File: src/rtl/rf_scan_pkg.sv
// rtl/rf_scan_pkg.sv - shared state and mode encodings for the register-file scan reader
package rf_scan_pkg;

  typedef enum logic [1:0] {
    S_IDLE = 2'd0,
    S_LOAD = 2'd1,
    S_SEND = 2'd2,
    S_FIN  = 2'd3
  } state_t;

  localparam logic MODE_SINGLE = 1'b0;
  localparam logic MODE_ALL    = 1'b1;

endpackage

File: src/rtl/rf_scan_reader_if.sv
// rtl/rf_scan_reader_if.sv - control, register-file read port and output stream of the scan reader
interface rf_scan_reader_if #(
  parameter int AWidth = 5,
  parameter int DWidth = 32
);

  logic              start;
  logic              mode;
  logic [AWidth-1:0] addr_in;
  logic              abort;
  logic [AWidth-1:0] rf_ra;
  logic [DWidth-1:0] rf_rd;
  logic              out_valid;
  logic              out_ready;
  logic [AWidth-1:0] out_addr;
  logic [DWidth-1:0] out_data;
  logic              out_last;
  logic              busy;
  logic              done;

  // master is the reader itself; slave is the debug unit / consumer side
  modport master (
    input  start, mode, addr_in, abort, rf_rd, out_ready,
    output rf_ra, out_valid, out_addr, out_data, out_last, busy, done
  );

  modport slave (
    output start, mode, addr_in, abort, rf_rd, out_ready,
    input  rf_ra, out_valid, out_addr, out_data, out_last, busy, done
  );

endinterface

File: src/rtl/rf_scan_reader.sv
// rtl/rf_scan_reader.sv - debug reader streaming one register or the whole file as addr-tagged words
module rf_scan_reader
  import rf_scan_pkg::*;
#(
  parameter int AWidth = 5,
  parameter int DWidth = 32
) (
  input logic                clk,
  input logic                rst,
  rf_scan_reader_if.master   bus
);

  localparam logic [AWidth-1:0] LastAddr = '1;

  state_t            r_state;
  state_t            w_next_state;
  logic [AWidth-1:0] r_cur_addr;
  logic              r_mode;
  logic              r_out_valid;
  logic [AWidth-1:0] r_out_addr;
  logic [DWidth-1:0] r_out_data;
  logic              r_out_last;
  logic              w_handshake;
  logic              w_last_word;

  assign w_handshake = r_out_valid && bus.out_ready;
  assign w_last_word = (r_mode == MODE_SINGLE) || (r_cur_addr == LastAddr);

  always_ff @(posedge clk or posedge rst) begin
    if (rst) begin
      r_state <= S_IDLE;
    end else begin
      r_state <= w_next_state;
    end
  end

  // abort outranks a coincident handshake, so the word in flight is dropped
  always_comb begin
    w_next_state = r_state;
    case (r_state)
      S_IDLE: begin
        if (bus.start) begin
          w_next_state = S_LOAD;
        end
      end
      S_LOAD: begin
        w_next_state = bus.abort ? S_FIN : S_SEND;
      end
      S_SEND: begin
        if (bus.abort) begin
          w_next_state = S_FIN;
        end else if (w_handshake) begin
          w_next_state = r_out_last ? S_FIN : S_LOAD;
        end
      end
      S_FIN: begin
        w_next_state = S_IDLE;
      end
      default: begin
        w_next_state = S_IDLE;
      end
    endcase
  end

  always_ff @(posedge clk or posedge rst) begin
    if (rst) begin
      r_cur_addr  <= '0;
      r_mode      <= MODE_SINGLE;
      r_out_valid <= 1'b0;
      r_out_addr  <= '0;
      r_out_data  <= '0;
      r_out_last  <= 1'b0;
    end else begin
      case (r_state)
        S_IDLE: begin
          if (bus.start) begin
            r_cur_addr <= (bus.mode == MODE_ALL) ? '0 : bus.addr_in;
            r_mode     <= bus.mode;
          end
        end
        S_LOAD: begin
          if (bus.abort) begin
            r_out_valid <= 1'b0;
          end else begin
            r_out_data  <= bus.rf_rd;
            r_out_addr  <= r_cur_addr;
            r_out_valid <= 1'b1;
            r_out_last  <= w_last_word;
          end
        end
        S_SEND: begin
          if (bus.abort) begin
            r_out_valid <= 1'b0;
          end else if (w_handshake) begin
            r_out_valid <= 1'b0;
            if (!r_out_last) begin
              r_cur_addr <= r_cur_addr + 1'b1;
            end
          end
        end
        default: begin
        end
      endcase
    end
  end

  assign bus.rf_ra     = (r_state == S_IDLE) ? '0 : r_cur_addr;
  assign bus.out_valid = r_out_valid;
  assign bus.out_addr  = r_out_addr;
  assign bus.out_data  = r_out_data;
  assign bus.out_last  = r_out_last;
  assign bus.busy      = (r_state != S_IDLE);
  assign bus.done      = (r_state == S_FIN);

endmodule
File: src/flat_wrapper.sv
// flat-port wrapper written by rule: the top's interface ports become plain ports
module rf_scan_reader_flat import rf_scan_pkg::*;
#(
  parameter int AWidth = 5,
  parameter int DWidth = 32
)
  (clk, rst, bus_start, bus_mode, bus_addr_in, bus_abort, bus_rf_rd, bus_out_ready, bus_rf_ra, bus_out_valid, bus_out_addr, bus_out_data, bus_out_last, bus_busy, bus_done);
  rf_scan_reader_if #(.AWidth(AWidth), .DWidth(DWidth)) bus_i ();
  input logic clk;
  input logic rst;
  input wire logic [$bits(bus_i.start)-1:0] bus_start;
  input wire logic [$bits(bus_i.mode)-1:0] bus_mode;
  input wire logic [$bits(bus_i.addr_in)-1:0] bus_addr_in;
  input wire logic [$bits(bus_i.abort)-1:0] bus_abort;
  input wire logic [$bits(bus_i.rf_rd)-1:0] bus_rf_rd;
  input wire logic [$bits(bus_i.out_ready)-1:0] bus_out_ready;
  output wire logic [$bits(bus_i.rf_ra)-1:0] bus_rf_ra;
  output wire logic [$bits(bus_i.out_valid)-1:0] bus_out_valid;
  output wire logic [$bits(bus_i.out_addr)-1:0] bus_out_addr;
  output wire logic [$bits(bus_i.out_data)-1:0] bus_out_data;
  output wire logic [$bits(bus_i.out_last)-1:0] bus_out_last;
  output wire logic [$bits(bus_i.busy)-1:0] bus_busy;
  output wire logic [$bits(bus_i.done)-1:0] bus_done;
  assign bus_i.start = bus_start;
  assign bus_i.mode = bus_mode;
  assign bus_i.addr_in = bus_addr_in;
  assign bus_i.abort = bus_abort;
  assign bus_i.rf_rd = bus_rf_rd;
  assign bus_i.out_ready = bus_out_ready;
  assign bus_rf_ra = bus_i.rf_ra;
  assign bus_out_valid = bus_i.out_valid;
  assign bus_out_addr = bus_i.out_addr;
  assign bus_out_data = bus_i.out_data;
  assign bus_out_last = bus_i.out_last;
  assign bus_busy = bus_i.busy;
  assign bus_done = bus_i.done;
  rf_scan_reader #(.AWidth(AWidth), .DWidth(DWidth)) u_core (.clk(clk), .rst(rst), .bus(bus_i));
endmodule
File: config.mk
export PLATFORM = sky130hd
export DESIGN_NAME = rf_scan_reader_flat
export DESIGN_NICKNAME = d
export VERILOG_FILES = /design/src/rtl/rf_scan_pkg.sv /design/src/rtl/rf_scan_reader_if.sv /design/src/rtl/rf_scan_reader.sv /design/src/flat_wrapper.sv
export SDC_FILE = /design/constraint.sdc
export NUM_CORES = 1
export LEC_CHECK = 0
export CAP_MARGIN = 20
export CELL_PAD_IN_SITES_DETAIL_PLACEMENT = 0
export CELL_PAD_IN_SITES_GLOBAL_PLACEMENT = 1
export CORE_MARGIN = 2
export CORE_UTILIZATION = 35
export CTS_BUF_LIST = sky130_fd_sc_hd__clkbuf_16
export DETAILED_ROUTE_END_ITERATION = 10
export PLACE_DENSITY = 0.82
export SYNTH_ARGS = -nofsm -noshare
export SYNTH_HDL_FRONTEND = slang
export SYNTH_SLANG_ARGS = --single-unit
File: constraint.sdc
create_clock -name clk -period 5.1 [get_ports clk]
set_clock_uncertainty 0.1 [all_clocks]
set_input_delay 1.02 -clock clk [delete_from_list [all_inputs] [get_ports clk]]
set_output_delay 1.02 -clock clk [all_outputs]
set_load 0.03 [all_outputs]
-- After elaboration in Yosys (flattened, before gate mapping)
Index checks and enable logic that the tools add are counted.
W data, S select, Z words.
- input port bits: 43
- output and inout port bits: 46
- RAM bits: 0
- register bits after elaboration: 47
- word-level logic and storage cells: 47
- memories kept: 0
- ROM bits: 0
- latch bits: 0
- add/sub/neg operators: 1
- bitwise operators: 2
- magnitude comparators: 0
- shifts and indexed selects: 0
- multiply operators: 0
- reductions and logical operators: 11
- mux-type cells: 17
- eq/ne operators: 9
- div/mod/pow operators: 0
- operators with widths (operator ; count):
    $mux W5 ; 6
    $pmux W5 S2 ; 1
    $mux W2 ; 4
    $pmux W2 S4 ; 1
    $reduce_and A2 Y1 ; 4
    $ne A2 B2 Y1 const B ; 3
    $reduce_bool A2 Y1 ; 3
    $add A5 B1 Y5 const B ; 1
    $eq A5 B5 Y1 const B ; 1
    $reduce_and A5 Y1 ; 1
    $eq A2 B2 Y1 const B ; 2
    $mux W1 ; 4
    $ne A3 B2 Y1 const B ; 1
    $eq A2 B1 Y1 const B ; 1
    $logic_not A2 Y1 ; 1
    $ne A2 B1 Y1 const B ; 1
    $not A1 Y1 ; 2
    $pmux W1 S2 ; 1
    $logic_and A1 B1 Y1 ; 1
    $logic_or A1 B1 Y1 ; 1

-- Logic depth before layout (Yosys ltp)
- depth after elaboration: 5
- depth in mapped cells: 7
- mapped depth without buffers: 6

-- Worst setup path after synthesis
Ideal clock, no wire load.
- path type: register to output
- start: reg u_core.r_state[0]
- end: out bus_rf_ra[0]
- buffers on the path: 1
- cell stages (with the launch flop): 5
- data required time: 3.980 ns
- data arrival time: 1.270 ns
- setup slack: 2.710 ns
- path through: dfrtp_1 -> inv_1 -> ha_1 -> buf_4 -> nor2b_1
- word-level cells in the longest chain between the ends: 2
- RTL lines (element ; RTL line ; source):
    start: declaration ; rf_scan_reader.sv:15 ; state_t r_state;
    start signal: assignment ; rf_scan_reader.sv:33 ; r_state <= w_next_state;
    $logic_not A2 Y1 ; rf_scan_reader.sv:107 ; assign bus.rf_ra = (r_state == S_IDLE) ? '0 : r_cur_addr;
    $mux W5 ; rf_scan_reader.sv:107 ;
    end: declaration ; flat_wrapper.sv:17 ; output wire logic [$bits(bus_i.rf_ra)-1:0] bus_rf_ra;
Every way passes these cells.

-- Worst setup path after layout
- start: reg u_core.r_state[0]
- end: out bus_rf_ra[3]
The elaborated chain is that of the path after synthesis.

==> impl_metrics.tcl <==
set metrics [dict create \
    status "finished clean" \
    postCtsSetupRepairBufs 0 \
    criticalPathCategory "reg2out" \
    synth_top_family_by_area "multiplexers" \
    synth.mux.area_fraction 0.209 \
    cp_data_arrival_time_ns 1.99 \
    max_stage_delay_ns 0.68 \
    drcViolationCount 0 \
    crit_path_cell_trace "inv_1 -> ha_1 -> nor2b_1 -> clkdlybuf4s50_1" \
    min_path_type "reg2reg" \
    fmax_mhz 321 \
    synth_edf_count 0 \
    combPwrFrac 0.570 \
    drt_iter0_markers 55 \
    ys_warn_count 0 \
    setup_violations 0 \
    fin_crit_sh 0.611 \
    clkTransAtPathRegs_ns 0.06 \
    drive_above_1_share 0.200 \
    synthArstFlopShare 1.00 \
    nNetsFinal 295 \
    power.leakage_nw 1.30 \
    hpwl_um 3080 \
    pwr-share-seq 0.301 \
    num_vias 1489 \
    grt_max_degree 48 \
    grt_pass1_vias 1467 \
    vias_per_cell 4.70 \
    hold-worst-slack_ns 0.360 \
    cts_hold_buf 0 \
    cts_tree "built" \
    yosys.area_share.xor_xnor 0.00427 \
    worst_slew_pin_slew_ns 1.06 \
    clock_latency_ns 0.27 \
    synth_compound_area_frac 0.0780 \
    synth.avg_cell_area_um2 13.2 \
    peakVddDrop_v 0.000336 \
    htree_num_levels 2 \
    synth_nets 205 \
    synth_top_area_frac 0.573 \
    syn_area_mm2 0.00205 \
    cts_resized 0 \
    pre_cts_slack_ns 1.98 \
    synth_cells 155 \
    rsz0062_at_grt "no" \
    fin_ws_ns 1.99 \
    final_area_mm2 0.00316 \
    power.density_mw_per_mm2 731 \
    timing.max_cap.violations 0 \
    grt_first_pass_wirelength_um 6770 \
    synthSimpleGateAreaFrac 0.0634 \
    syn2layout_area_growth_pct 54.0 \
    cp.buffers_inverters 2 \
    chipWidth_um 80.6 \
    synth-seq-area-share 0.573 \
    ioPinCount 89 \
    num_rows 27 \
    synth_cell_types 25 \
    io_buffers 88 \
    synth_fa_ha_area_frac 0.0427 \
    worstSetupStartpointType "register" \
    yosys.area.top_type "dfrtp_1" \
    drtPass1Iterations 4 \
    initial_core_util 0.368 \
    clock_power_share 0.130 \
    crit_path_end_kind "primary output" \
    synthTopCellsByArea "dfrtp_1 (57%), mux2_2 (21%), ha_1 (4.3%)" \
    die_area_mm2 0.00649 \
    switchingPower_w 0.000946 \
    core_area_mm2 0.00557 \
    p_int_w 0.00137 \
    period_needed_ns 3.11 \
    hold_viol_final 0 \
    cp_top_family "buffers and inverters" \
    gp_congestion 0.736 \
    avgRoutedWirePerCell_um 13.6 \
    reg2reg_slack_ns 2.85 \
    grt_usage 0.134 \
    cp_slowest_cell "clkdlybuf4s50_1" \
    antenna_left 0 \
    synth_seq_cells 47 \
    swShare 0.409 \
    synth_flop_cell "dfrtp_1" \
    fp.dieH_um 80.6 \
    clk_path_buf_depth 2 \
    yosysMostFrequentCell "dfrtp_1" \
    wl_um 4310 \
    max_slew_margin 0.293 \
    cts_made_buffers 5 \
    fillers 469 \
    diodes 0 \
    grt_antenna_before_repair 0 \
    cts.sinks 47 \
    critPathMaxFanout 10 \
    synth_common_cells "dfrtp_1 (47), mux2_2 (38), a21oi_1 (11)" \
    grt_overflow_total 0 \
    cp_data_required_time_ns 3.98 \
    cts_root_buf "clkbuf_16" \
    placed_area_mm2 0.00300 \
    tns_ns 0 \
    slew_violations 0 \
]
## power by group through the flow
stage,clock network [W],registers (W),logic [W]
2_1_floorplan,0,0.00100,0.000516
3_3_place_gp,0,0.000696,0.00131
3_5_place_dp,0,0.000704,0.00133
4_1_cts,0.000311,0.000699,0.00133
5_1_grt,0.000329,0.000723,0.00141
6_report,0.000300,0.000695,0.00132
## sequential cells by signal, indices dropped and copies added, names as in the netlist
signal,flops
u_core.bus.out_data,32
u_core.bus.out_addr,5
u_core.r_cur_addr,5
u_core.r_state,2
u_core.bus.out_last,1
u_core.bus.out_valid,1
u_core.r_mode,1
## area by class of cell
type | count | area (µm²) | share of cell area
flip-flops and latches | 47 | 1180 | 0.372
repair buffers | 89 | 908 | 0.287
multi-input cells | 94 | 822 | 0.260
clock buffers | 5 | 125 | 0.0396
well taps | 72 | 90.1 | 0.0285
inverters | 8 | 30.0 | 0.00950
clock inverters | 2 | 8.76 | 0.00277
## worst reg2reg max path: cells and delay by family (launching register included)
family,cells,cell delay (ns)
adder cells (fa/ha/maj),1,0.18
flip-flops,1,0.43
AND/OR/NAND/NOR,1,0.86
multiplexers,1,0.45
buffers and inverters,1,0.12
## cell families (layout without fill, tap and decap cells)
| group | count (synthesis) | in the layout |
|---|---|---|
| AOI/OAI and AO/OA | 23 | 23 |
| xor gates and xnor gates | 1 | 1 |
| adders and majority gates | 7 | 7 |
| buffers and inverters | 14 | 104 |
| DFF | 47 | 47 |
| muxes | 38 | 38 |
| and+or+nand+nor | 25 | 25 |
## layout by cell type, fill, tap and decap left out, drive strengths merged, types with 2 or more instances in the layout
master / count
a21oi: 12
a22oi: 3
a31oi: 4
clkbuf: 5
clkdlybuf4s50: 88
clkinv: 2
dfrtp: 47
ha: 7
inv: 8
mux2: 38
nand2: 4
nor2: 7
nor2b: 8
## per-stage QoR
step | cells | power [W] | utilization
finish | 317 | 0.00231 | 0.567
global route | 317 | 0.00246 | 0.567
detailed placement | 309 | 0.00203 | 0.538
floorplan | 155 | 0.00152 | -
CTS | 316 | 0.00234 | 0.562
global placement | 309 | 0.00201 | 0.538
## worst paths after layout
check	from	cells past startpoint	to
max	u_core.r_state[0]	4	bus_rf_ra[3]
min	u_core.r_mode	1	u_core.bus.out_last
max reg2reg	u_core.r_state[1]	4	u_core.bus.out_addr[3]
min reg2reg	u_core.r_mode	1	u_core.bus.out_last
max in group asynchronous	rst	3	u_core.bus.out_addr[0]
min in group asynchronous	rst	2	u_core.bus.out_data[5]
## per-layer routing
metal / vias to the layer above / share of wire / global-route usage
met5: - / 0 / 0
met4: 0 / 0.0035 / 0.0305
met3: 2 / 0.067 / 0.0416
met2: 48 / 0.48 / 0.216
met1: 722 / 0.45 / 0.176
li1: 717 / - / -
(Power assumes the default switching activity.)
==> RTL change (same flow settings) <==
Reset style: synchronous (`rst`), changed in 2 clocked blocks.
--- a/src/rtl/rf_scan_reader.sv
+++ b/src/rtl/rf_scan_reader.sv
@@ -28,3 +28,3 @@
 
-  always_ff @(posedge clk or posedge rst) begin
+  always_ff @(posedge clk) begin
     if (rst) begin
@@ -64,3 +64,3 @@
 
-  always_ff @(posedge clk or posedge rst) begin
+  always_ff @(posedge clk) begin
     if (rst) begin
Behaviour: differs if rst is asserted again (counterexample within 4 cycles, from zero or initial values and one cycle with rst high); with rst held inactive, the same outputs for 10 cycles.
==> RTL change against the original RTL <==
Routed wire length is 15% higher. Area after synthesis is 3.8% lower. Worst setup slack worse by 0.033 ns. Design area is 2.9% lower. Global-route usage is 2.6 points higher. Sequential cell count stayed put. Fmax is 1.0% lower. Critical path depth stayed put. Critical endpoint is now bus_rf_ra[1]. Largest cell class is now multi-input combinational cells. Highest routed layer unchanged.
Power is not compared: it rests on default switching activity, and its combinational part moved more than twofold at a synthesized area within 25%.
==> RTL change: results (changes against the original RTL) <==
Status -> completed (unchanged)
Initial antenna violation count -> 0 (unchanged)
Syn Inst Count -> 247 (was 155)
Cell variety after synth -> 34 (was 25)
Yosys Warn Count -> 0 (unchanged)
Final HPWL DP -> 3430 um (was 3080 um)
Final GP Congestion -> 0.768 (was 0.736)
Clock buffer depth -> 2 (unchanged)
R2R depth -> 6 (was 4)
Port bufs -> 88 (unchanged)
Cell Int Power -> 0.923 mW
Seq/Total Area, Yosys -> 47.7% (was 57.3%)
Max-slew headroom -> 41.3% (was 29.3%)
Min Hold Slack -> 0.350 ns (was 0.360 ns)
Crit Path Category -> reg -> out (unchanged)
Root Buffer -> clkbuf_16 (unchanged)
Dpl cell area -> 2910 sq um (was 3000 sq um)
Vias per Instance -> 4.66 (was 4.70)
Worst-path clk slew -> 0.06 ns (about the same)
WHS Endpoint -> u_core.bus.out_last$_SDFFE_PP0P_ (was u_core.bus.out_last$_DFFE_PP0P_)
Hold path cells -> 1 (unchanged)
Number of global-route vias before repair -> 1770 (was 1467)
Num CTS Buffers -> 5 (unchanged)
Top delay family on crit path -> buffers and inverters (unchanged)
Crit path max fanout -> 11 (was 10)
Initial DRC count -> 81 (was 55)
RR Startpoint -> u_core.r_state[0]$_SDFFE_PP0P_ (was u_core.r_state[1]$_DFFE_PP0P_)
First-pass GRT wire length -> 8010 um (was 6770 um)
Worst path slowest cell -> clkdlybuf4s50_1 (unchanged)
Placed insts -> 395 (was 309)
Max-slew violations -> 0 (unchanged)
Crit path DAT -> 2.03 ns (was 1.99 ns)
Maximum VDD drop -> 0.205 mV
Layout cells sized above 1 -> 4.85% (was 20.0%)
# nets final -> 380 (was 295)
Ys async rst share -> 0% (was 100%)
First-pass DRT Iterations -> 4 (unchanged)
Tot GR Track Use -> 16.0% (was 13.4%)
WL/cell -> 12.4 um (was 13.6 um)
Fillers -> 539 (was 469)
CP peak stage delay -> 0.68 ns (about the same)
Pre-CTS setup slack -> 2.23 ns (was 1.98 ns)
Post-synth top cells -> 80 x nand2_1, 47 x dfxtp_1, 44 x a21oi_1 (was 47 x dfrtp_1, 38 x mux2_2, 11 x a21oi_1)
Largest net degree at the start of global routing -> 48 (unchanged)
Worst Hold Class -> reg -> reg (unchanged)
PostCTS Resize Cnt -> 0 (unchanged)
# diodes -> 0 (unchanged)
Clk Latency, worst-skew pair -> 0.27 ns (about the same)
Setup bufs post-CTS -> 0 (unchanged)
RR Endpoint -> u_core.r_state[0]$_SDFFE_PP0P_ (was u_core.bus.out_addr[3]$_DFFE_PP0P_)
R2r setup slk -> 3.05 ns (was 2.85 ns)
Leakage power -> 1.11 nW
Vias -> 1875 (was 1489)
Synth area leaders -> dfxtp_1 48%, nand2_1 15%, a21oi_1 11%, ha_1 4.4%, clkbuf_1 1.9% (was dfrtp_1 57%, mux2_2 21%, ha_1 4.3%, a21oi_1 2.7%, nor2b_1 2.4%)
Largest register FFs -> 32 (unchanged)
Worst Hold Launch -> u_core.r_mode$_SDFFE_PP0P_ (was u_core.r_mode$_DFFE_PP0P_)
Syn_nets -> 297 (was 205)
-- RTL change: final cells by class --
| cell class | count | area (sq um) | share of cell area, % |
|---|---|---|---|
| Multi-Input combinational cell | 178 | 951 | 31.0 |
| Sequential cell | 47 | 941 | 30.7 |
| Timing Repair Buffer | 90 | 898 | 29.3 |
| Clock buffer | 5 | 125 | 4.08 |
| Tap cell | 72 | 90.1 | 2.94 |
| Clock inverter | 2 | 33.8 | 1.10 |
| Inverter | 8 | 30.0 | 0.978 |
-- RTL change: how the worst max path moves through the flow --
stage,slack (ns),to,cells after the start
2_1_floorplan,2.70,bus_rf_ra[1],4
3_3_place_gp,2.07,u_core.bus.out_data[10]$_SDFFE_PP0P_,5
3_5_place_dp,2.23,bus_rf_ra[4],4
4_1_cts,1.93,bus_rf_ra[4],4
5_1_grt,1.83,bus_rf_ra[3],4
6_report,1.95,bus_rf_ra[1],4
-- RTL change: power groups by stage --
| stage | registers, mW | clock network, mW | logic (mW) |
|---|---|---|---|
| finish | 0.496 | 0.349 | 0.617 |
| global route | 0.507 | 0.378 | 0.678 |
| CTS | 0.496 | 0.362 | 0.624 |
| detailed placement | 0.503 | 0 | 0.623 |
| global placement | 0.503 | 0 | 0.614 |
| floorplan | 0.575 | 0 | 0.326 |
-- RTL change: routing by layer --
layer	vias to the layer above	share of wire, %	wire length, um	global-route usage, %
met5	-	0	0	0
met2	65	43	2160	25.3
met3	2	5.9	291	4.20
li1	985	-	-	-
met4	0	0.28	14	3.62
met1	823	50	2500	21.9
-- RTL change: logic make-up after synthesis --
family	Yosys count	share of synthesized area (%)
flops	47	47.7
xor+xnor	1	0.444
fa+ha+maj	7	4.44
buf+inv	22	4.31
compound gates	64	19.8
simple gates	106	23.4
